<file path="src/rtl/vga_text_timing.sv">
// vga_text_timing: pixel/line timing, character-cell addressing and sync generation for a text-mode VGA display.
// Optional blinking cursor overlay is compiled in when VGA_TEXT_TIMING_CURSOR_EN is defined.
module vga_text_timing #(
  parameter int CLK_FACTOR   = 4,
  parameter int H_ACTIVE     = 640,
  parameter int H_FP         = 16,
  parameter int H_SYNC       = 96,
  parameter int H_BP         = 48,
  parameter int V_ACTIVE     = 480,
  parameter int V_FP         = 10,
  parameter int V_SYNC       = 2,
  parameter int V_BP         = 33,
  parameter bit HS_POL       = 1'b0,
  parameter bit VS_POL       = 1'b0,
  parameter int GLYPH_W      = 8,
  parameter int GLYPH_H      = 16,
  parameter int SYNC_DELAY   = 2,
  parameter int BLINK_FRAMES = 30,
  localparam int H_TOTAL = H_ACTIVE + H_FP + H_SYNC + H_BP,
  localparam int V_TOTAL = V_ACTIVE + V_FP + V_SYNC + V_BP,
  localparam int COLS    = H_ACTIVE / GLYPH_W,
  localparam int ROWS    = V_ACTIVE / GLYPH_H,
  localparam int HW      = $clog2(H_TOTAL),
  localparam int VW      = $clog2(V_TOTAL),
  localparam int COL_W   = (COLS > 1) ? $clog2(COLS) : 1,
  localparam int ROW_W   = (ROWS > 1) ? $clog2(ROWS) : 1,
  localparam int GX_W    = (GLYPH_W > 1) ? $clog2(GLYPH_W) : 1,
  localparam int GY_W    = (GLYPH_H > 1) ? $clog2(GLYPH_H) : 1,
  localparam int ADDR_W  = (COLS * ROWS > 1) ? $clog2(COLS * ROWS) : 1
) (
  input  logic              clk_i,
  input  logic              rst_i,
  input  logic              cursor_en_i,
  input  logic [COL_W-1:0]  cursor_col_i,
  input  logic [ROW_W-1:0]  cursor_row_i,
  output logic              pixel_tick_o,
  output logic [HW-1:0]     hcount_o,
  output logic [VW-1:0]     vcount_o,
  output logic              pixel_enable_o,
  output logic [COL_W-1:0]  col_o,
  output logic [ROW_W-1:0]  row_o,
  output logic [GX_W-1:0]   glyph_x_o,
  output logic [GY_W-1:0]   glyph_y_o,
  output logic [ADDR_W-1:0] ch_addr_o,
  output logic              frame_start_o,
  output logic              vga_hs_o,
  output logic              vga_vs_o,
  output logic              cursor_o
);

  localparam int DIV_W = (CLK_FACTOR > 1) ? $clog2(CLK_FACTOR) : 1;
  localparam int GX_SH = $clog2(GLYPH_W);
  localparam int GY_SH = $clog2(GLYPH_H);
  localparam logic [DIV_W-1:0] DIV_LAST = DIV_W'(CLK_FACTOR - 1);
  localparam logic [HW-1:0]    H_LAST   = HW'(H_TOTAL - 1);
  localparam logic [VW-1:0]    V_LAST   = VW'(V_TOTAL - 1);

  logic [DIV_W-1:0] div_q;
  logic [HW-1:0]    h_q;
  logic [VW-1:0]    v_q;
  logic             tick;
  logic             hs_raw;
  logic             vs_raw;

  // With CLK_FACTOR=1 the divider is pinned at 0, so the tick is permanently high.
  assign tick = (div_q == DIV_LAST);

  always_ff @(posedge clk_i) begin
    if (rst_i) begin
      div_q <= '0;
    end else if (tick) begin
      div_q <= '0;
    end else begin
      div_q <= div_q + 1'b1;
    end
  end

  always_ff @(posedge clk_i) begin
    if (rst_i) begin
      h_q <= '0;
      v_q <= '0;
    end else if (tick) begin
      if (h_q == H_LAST) begin
        h_q <= '0;
        v_q <= (v_q == V_LAST) ? '0 : v_q + 1'b1;
      end else begin
        h_q <= h_q + 1'b1;
      end
    end
  end

  assign pixel_tick_o   = tick;
  assign hcount_o       = h_q;
  assign vcount_o       = v_q;
  assign pixel_enable_o = (int'(h_q) < H_ACTIVE) && (int'(v_q) < V_ACTIVE);
  assign frame_start_o  = tick && (h_q == '0) && (v_q == '0);

  // Cell coordinates are forced to zero in blanking so the character fetch stays at a harmless address.
  always_comb begin
    col_o     = '0;
    row_o     = '0;
    glyph_x_o = '0;
    glyph_y_o = '0;
    ch_addr_o = '0;
    if (pixel_enable_o) begin
      col_o     = COL_W'(h_q >> GX_SH);
      row_o     = ROW_W'(v_q >> GY_SH);
      glyph_x_o = GX_W'(h_q & HW'(GLYPH_W - 1));
      glyph_y_o = GY_W'(v_q & VW'(GLYPH_H - 1));
      ch_addr_o = ADDR_W'(row_o) * ADDR_W'(COLS) + ADDR_W'(col_o);
    end
  end

  assign hs_raw = ((int'(h_q) >= H_ACTIVE + H_FP) && (int'(h_q) < H_ACTIVE + H_FP + H_SYNC))
                  ? HS_POL : ~HS_POL;
  assign vs_raw = ((int'(v_q) >= V_ACTIVE + V_FP) && (int'(v_q) < V_ACTIVE + V_FP + V_SYNC))
                  ? VS_POL : ~VS_POL;

  // Syncs lag the counters so they line up with pixel data coming back from the glyph BRAM.
  generate
    if (SYNC_DELAY == 0) begin : g_sync_direct
      assign vga_hs_o = hs_raw;
      assign vga_vs_o = vs_raw;
    end else begin : g_sync_pipe
      logic [SYNC_DELAY-1:0] hs_sr;
      logic [SYNC_DELAY-1:0] vs_sr;
      always_ff @(posedge clk_i) begin
        if (rst_i) begin
          hs_sr <= {SYNC_DELAY{~HS_POL}};
          vs_sr <= {SYNC_DELAY{~VS_POL}};
        end else begin
          hs_sr <= (hs_sr << 1) | SYNC_DELAY'(hs_raw);
          vs_sr <= (vs_sr << 1) | SYNC_DELAY'(vs_raw);
        end
      end
      assign vga_hs_o = hs_sr[SYNC_DELAY-1];
      assign vga_vs_o = vs_sr[SYNC_DELAY-1];
    end
  endgenerate

`ifdef VGA_TEXT_TIMING_CURSOR_EN
  localparam int BW = (BLINK_FRAMES > 1) ? $clog2(BLINK_FRAMES) : 1;

  logic [BW-1:0] blink_cnt_q;
  logic          blink_phase_q;
  logic          frame_end;
  logic          cursor_raw;

  // Counted on the last tick of a frame, so the phase flips exactly as the next frame_start_o begins.
  assign frame_end = tick && (h_q == H_LAST) && (v_q == V_LAST);

  always_ff @(posedge clk_i) begin
    if (rst_i) begin
      blink_cnt_q   <= '0;
      blink_phase_q <= 1'b0;
    end else if (frame_end) begin
      if (int'(blink_cnt_q) == BLINK_FRAMES - 1) begin
        blink_cnt_q   <= '0;
        blink_phase_q <= ~blink_phase_q;
      end else begin
        blink_cnt_q <= blink_cnt_q + 1'b1;
      end
    end
  end

  // Underline cursor: bottom two glyph lines of the selected cell.
  assign cursor_raw = cursor_en_i && blink_phase_q && pixel_enable_o &&
                      (col_o == cursor_col_i) && (row_o == cursor_row_i) &&
                      (int'(glyph_y_o) >= GLYPH_H - 2);

  generate
    if (SYNC_DELAY == 0) begin : g_cur_direct
      assign cursor_o = cursor_raw;
    end else begin : g_cur_pipe
      logic [SYNC_DELAY-1:0] cur_sr;
      always_ff @(posedge clk_i) begin
        if (rst_i) begin
          cur_sr <= '0;
        end else begin
          cur_sr <= (cur_sr << 1) | SYNC_DELAY'(cursor_raw);
        end
      end
      assign cursor_o = cur_sr[SYNC_DELAY-1];
    end
  endgenerate
`else
  wire unused_cursor = &{1'b0, cursor_en_i, cursor_col_i, cursor_row_i, BLINK_FRAMES != 0};
  assign cursor_o = 1'b0;
`endif

endmodule

</file>
<file path="config.mk">
export PLATFORM = sky130hd
export DESIGN_NAME = vga_text_timing
export DESIGN_NICKNAME = d
export VERILOG_FILES = /design/src/rtl/vga_text_timing.sv
export SDC_FILE = /design/constraint.sdc
export NUM_CORES = 1
export LEC_CHECK = 0
export ABC_AREA = 1
export BUFFER_PORTS_ARGS = -buffer_cell sky130_fd_sc_hd__buf_2
export CORE_ASPECT_RATIO = 1.5
export CORE_MARGIN = 2
export CORE_UTILIZATION = 45
export DETAILED_ROUTE_END_ITERATION = 7
export PLACE_DENSITY = 0.87
export SLEW_MARGIN = 30
export SYNTH_ARGS = -nofsm -noshare
export SYNTH_HDL_FRONTEND = slang
export SYNTH_SLANG_ARGS = --single-unit
</file>
<file path="constraint.sdc">
create_clock -name clk_i -period 2.47 [get_ports clk_i]
set_clock_uncertainty 0.1 [all_clocks]
set_input_delay 0.494 -clock clk_i [delete_from_list [all_inputs] [get_ports clk_i]]
set_output_delay 0.494 -clock clk_i [all_outputs]
set_load 0.05 [all_outputs]
</file>
==> summary.md <==
| Metric | Value |
|---|---|
| Sink count of the clock tree | `26` |
| Setup crit end kind | `output port` |
| Share of layout cells above drive strength 1 | `44.71%` |
| Area taken by flip-flops and latches | `544.3 um2` |
| Status | `complete, but fails checks` |
| Count of input and output buffers | `57` |
| Worst reg2reg endpoint | `vcount_o[6]$_SDFFE_PP0P_` |
| Final-report hold violation count | `0` |
| Routed WL | `6.025 mm` |
| Fmax | `342.3 MHz` |
| Number of antenna diodes | `0` |
| Die span in x | `57.97 um` |
| Endpoint arrival time on the critical path | `2330 ps` |
| Site row count | `29` |
| Main area contributors after synthesis | `dfxtp_1, nand2_1, ha_1` |
| Power share of the sequential group | `56.3%` |
| R2R Path Start | `hcount_o[7]$_SDFFE_PP0P_` |
| Min cycle time layout | `2921 ps` |
| Filler instances | `317` |
| Detailed-route vias per instance | `5.311` |
| Number of antenna violations at the first check in global routing | `0` |
| Hold Buf Count CTS | `0` |
| Max VDD drop | `0.3077 mV` |
| Syn Std Cell Area | `1966 um2` |
| Proportion of register bits with asynchronous set or reset after synthesis | `0%` |
| Delay-heaviest family, CP | `adder cells` |
| Pin count of the biggest net entering global routing | `15` |
| Area of the multi-input gates | `1443 um2` |
| Number of flops mapped to enable cells by yosys | `0` |
| Logic gate share of total power | `10.4%` |
| Most frequent cells after synthesis | `nand2_1, nor2_1, inv_1, dfxtp_1, nand3_1` |
| Via count of the first global-routing pass | `2123` |
| Number of H-tree branching levels | `1` |
| Total setup violations reported at the end of the flow | `4` |
| Classification of the worst setup path | `flip-flop to output port` |
| CTS Root Buffer Type | `clkbuf_8` |
| Switching fraction of total power | `26.03%` |
| CTS tree | `built` |
| Library cells used by synthesis | `31` |
| Residual DRC | `0` |
| Depth of the most critical reg-to-reg path | `9` |
| Critical path fanouts, max | `3` |
| Switch Pwr | `196.1 uW` |
| Share of total power in the clock network | `33.3%` |
| Worst setup margin | `-451.2 ps` |
| Placed insts | `412` |
| Final clock period utilization by the worst path | `118.3%` |
| Vias after detailed routing | `2252` |
| All-Layer GR Usage | `24.43%` |
| Worst hold path class | `flip-flop to flip-flop` |
| Critical-path top delay cell | `fa_2` |
| Routed Antenna Nets | `0` |
| Critical path cell sequence | `ha_4 -> ha_4 -> inv_2 -> fa_2 -> nor2_4 -> and2_4 -> nand2_2 -> nand3_2 -> nand2_2 -> nor2_4 -> buf_6` |
| Mean area per synthesized cell | `6.596 um2` |
| I/O pin count | `72` |
| Area growth from synthesis to layout | `47.87%` |
| Post-route non-filler standard cell count | `424` |
| Gpl congestion | `0.9195` |
| Clock latency reported for the late side of the worst-skew pair | `280 ps` |
| Global-route wire length before repair | `9.480 mm` |
| Critical path startpoint category | `flip-flop` |
| Cell accounting for the most synthesized area | `dfxtp_1` |
| Total power density per cell area | `259.2 nW/um2` |
| Placeable core region | `4209 um2` |
| 1st-iter DRT viols | `159` |
| Internal power contribution | `557.4 uW` |
| Leak Pwr | `1.360 nW` |
| Pre-Repair DR Iteration Count | `5` |
| Most frequent cell after synthesis | `nand2_1` |
| Worst hold path endpoint | `g_sync_pipe.hs_sr[1]$_SDFF_PP1_` |
| Sum of internal, switching and leakage power | `753.5 uW` |
| Violations in the final reports | `setup timing` |
| CP peak stage delay | `460 ps` |
| Final Max Tran Viols | `0` |
| Sequential fraction of the synthesis area | `26.48%` |
| Die height | `84.95 um` |
| Critical path buffer and inverter count | `2` |
| Area enclosed by the die boundary | `4924 um2` |
| Top-area cell type share of the netlist area | `26.48%` |
| Routed length per placed instance | `14.21 um` |
| Register bit count reported by yosys | `26` |
| Final net count | `410` |
| Worst-case register-to-register setup slack | `850 ps` |
| Data required time at the worst endpoint | `1880 ps` |
| Primary flip-flop cell chosen by synthesis mapping | `dfxtp_1` |
| Count of yosys warnings during synthesis | `0` |
| Hold-critical path depth | `1` |
| Maximum buffer depth of the clock tree | `2` |
| Detailed-placement wirelength estimate | `4.393 mm` |
| Post-synthesis instance total | `298` |
| Max capacitance violation total | `0` |
| Post-synth net total | `329` |
| Overflow after GRT | `0` |
| Clock slew seen by the registers of the worst setup and hold paths | `100 ps` |
| TritonCTS buffer count | `3` |
| Initial standard-cell utilization of the core | `46.70%` |
| Source of the worst hold timing path | `g_sync_pipe.hs_sr[0]$_SDFF_PP1_` |
| Setup repair after global routing missed its margin | `true` |
-- power groups by stage --
stage / logic, mW / registers (mW) / clock network (mW)
2_1_floorplan: 0.0539 / 0.441 / 0
3_3_place_gp: 0.0739 / 0.434 / 0
3_5_place_dp: 0.0756 / 0.434 / 0
4_1_cts: 0.0757 / 0.424 / 0.250
5_1_grt: 0.0853 / 0.426 / 0.267
6_report: 0.0785 / 0.424 / 0.251
-- sequential cells by signal (all words and copies together) (netlist names) --
signal,count
g_sync_pipe.hs_sr,2
vcount_o,10
div_q,2
g_sync_pipe.vs_sr,2
hcount_o,10
-- placed cells by master, fill, tap and decap left out, types with 3 or more instances in the layout --
| master | count |
|---|---|
| buf_2 | 26 |
| dfxtp_1 | 17 |
| nor2_2 | 21 |
| inv_1 | 39 |
| nand3_1 | 14 |
| nand4_1 | 9 |
| clkbuf_8 | 3 |
| ha_1 | 9 |
| a21oi_2 | 4 |
| ha_4 | 5 |
| buf_6 | 12 |
| dfxtp_4 | 5 |
| nor3_4 | 4 |
| nor2_1 | 30 |
| nor3_1 | 7 |
| a21oi_1 | 9 |
| o21ai_0 | 9 |
| dfxtp_2 | 4 |
| buf_4 | 41 |
| nand2_2 | 9 |
| nor2_4 | 9 |
| clkbuf_4 | 4 |
| inv_2 | 5 |
| nand3_2 | 4 |
| nand2_1 | 55 |
-- through the flow --
step	hold WS, ps	utilization [%]	instance area, um2	setup WS [ps]	setup TNS [ps]
4_1_cts	315.8	66.83	2813	-421.4	-1597
5_1_grt	341.8	69.05	2907	-496.2	-1973
3_3_place_gp	292.0	61.98	2609	-168.2	-627.7
2_1_floorplan	289.5	-	2175	-247.5	-767.6
6_report	322.5	69.05	2907	-451.2	-1679
3_5_place_dp	295.7	61.98	2609	-239.0	-874.3
-- metal layers --
metal	track usage (%)	part of all wire, %
met1	26.56	38
met5	0	0
met3	2.744	4.4
met4	9.725	2.3
met2	46.28	56
-- layout make-up --
cell class	instances	share of cell area (%)
timing repair buffer	85	22.13
tap	46	1.980
multi-input combinational	218	49.63
sequential	26	18.73
inverter	45	5.984
clock buffer	4	1.550
-- worst max path at each step --
stage	cells past startpoint	end	slack, ps	startpoint
2_1_floorplan	9	ch_addr_o[11]	-250	vcount_o[5]$_SDFFE_PP0P_
3_3_place_gp	10	ch_addr_o[9]	-170	vcount_o[5]$_SDFFE_PP0P_
3_5_place_dp	10	ch_addr_o[9]	-240	vcount_o[7]$_SDFFE_PP0P_
4_1_cts	10	ch_addr_o[9]	-420	vcount_o[7]$_SDFFE_PP0P_
5_1_grt	11	ch_addr_o[10]	-500	vcount_o[5]$_SDFFE_PP0P_
6_report	11	ch_addr_o[10]	-450	vcount_o[5]$_SDFFE_PP0P_
-- what timing repair did --
item,CTS,global route
setup endpoints to repair,24,28
gates resized for setup,42,21
pin swaps,13,5
buffers inserted,3,5
-- cell families after synthesis --
| group | share of synthesized area [%] |
|---|---|
| buffers and inverters | 12.35 |
| AOI/OAI and AO/OA | 6.747 |
| adders and majority gates | 10.95 |
| other | 0.1908 |
| and+or+nand+nor | 41.95 |
| xor gates and xnor gates | 1.337 |
| DFF | 26.48 |
Note: power is estimated with default switching activity, not from simulation.
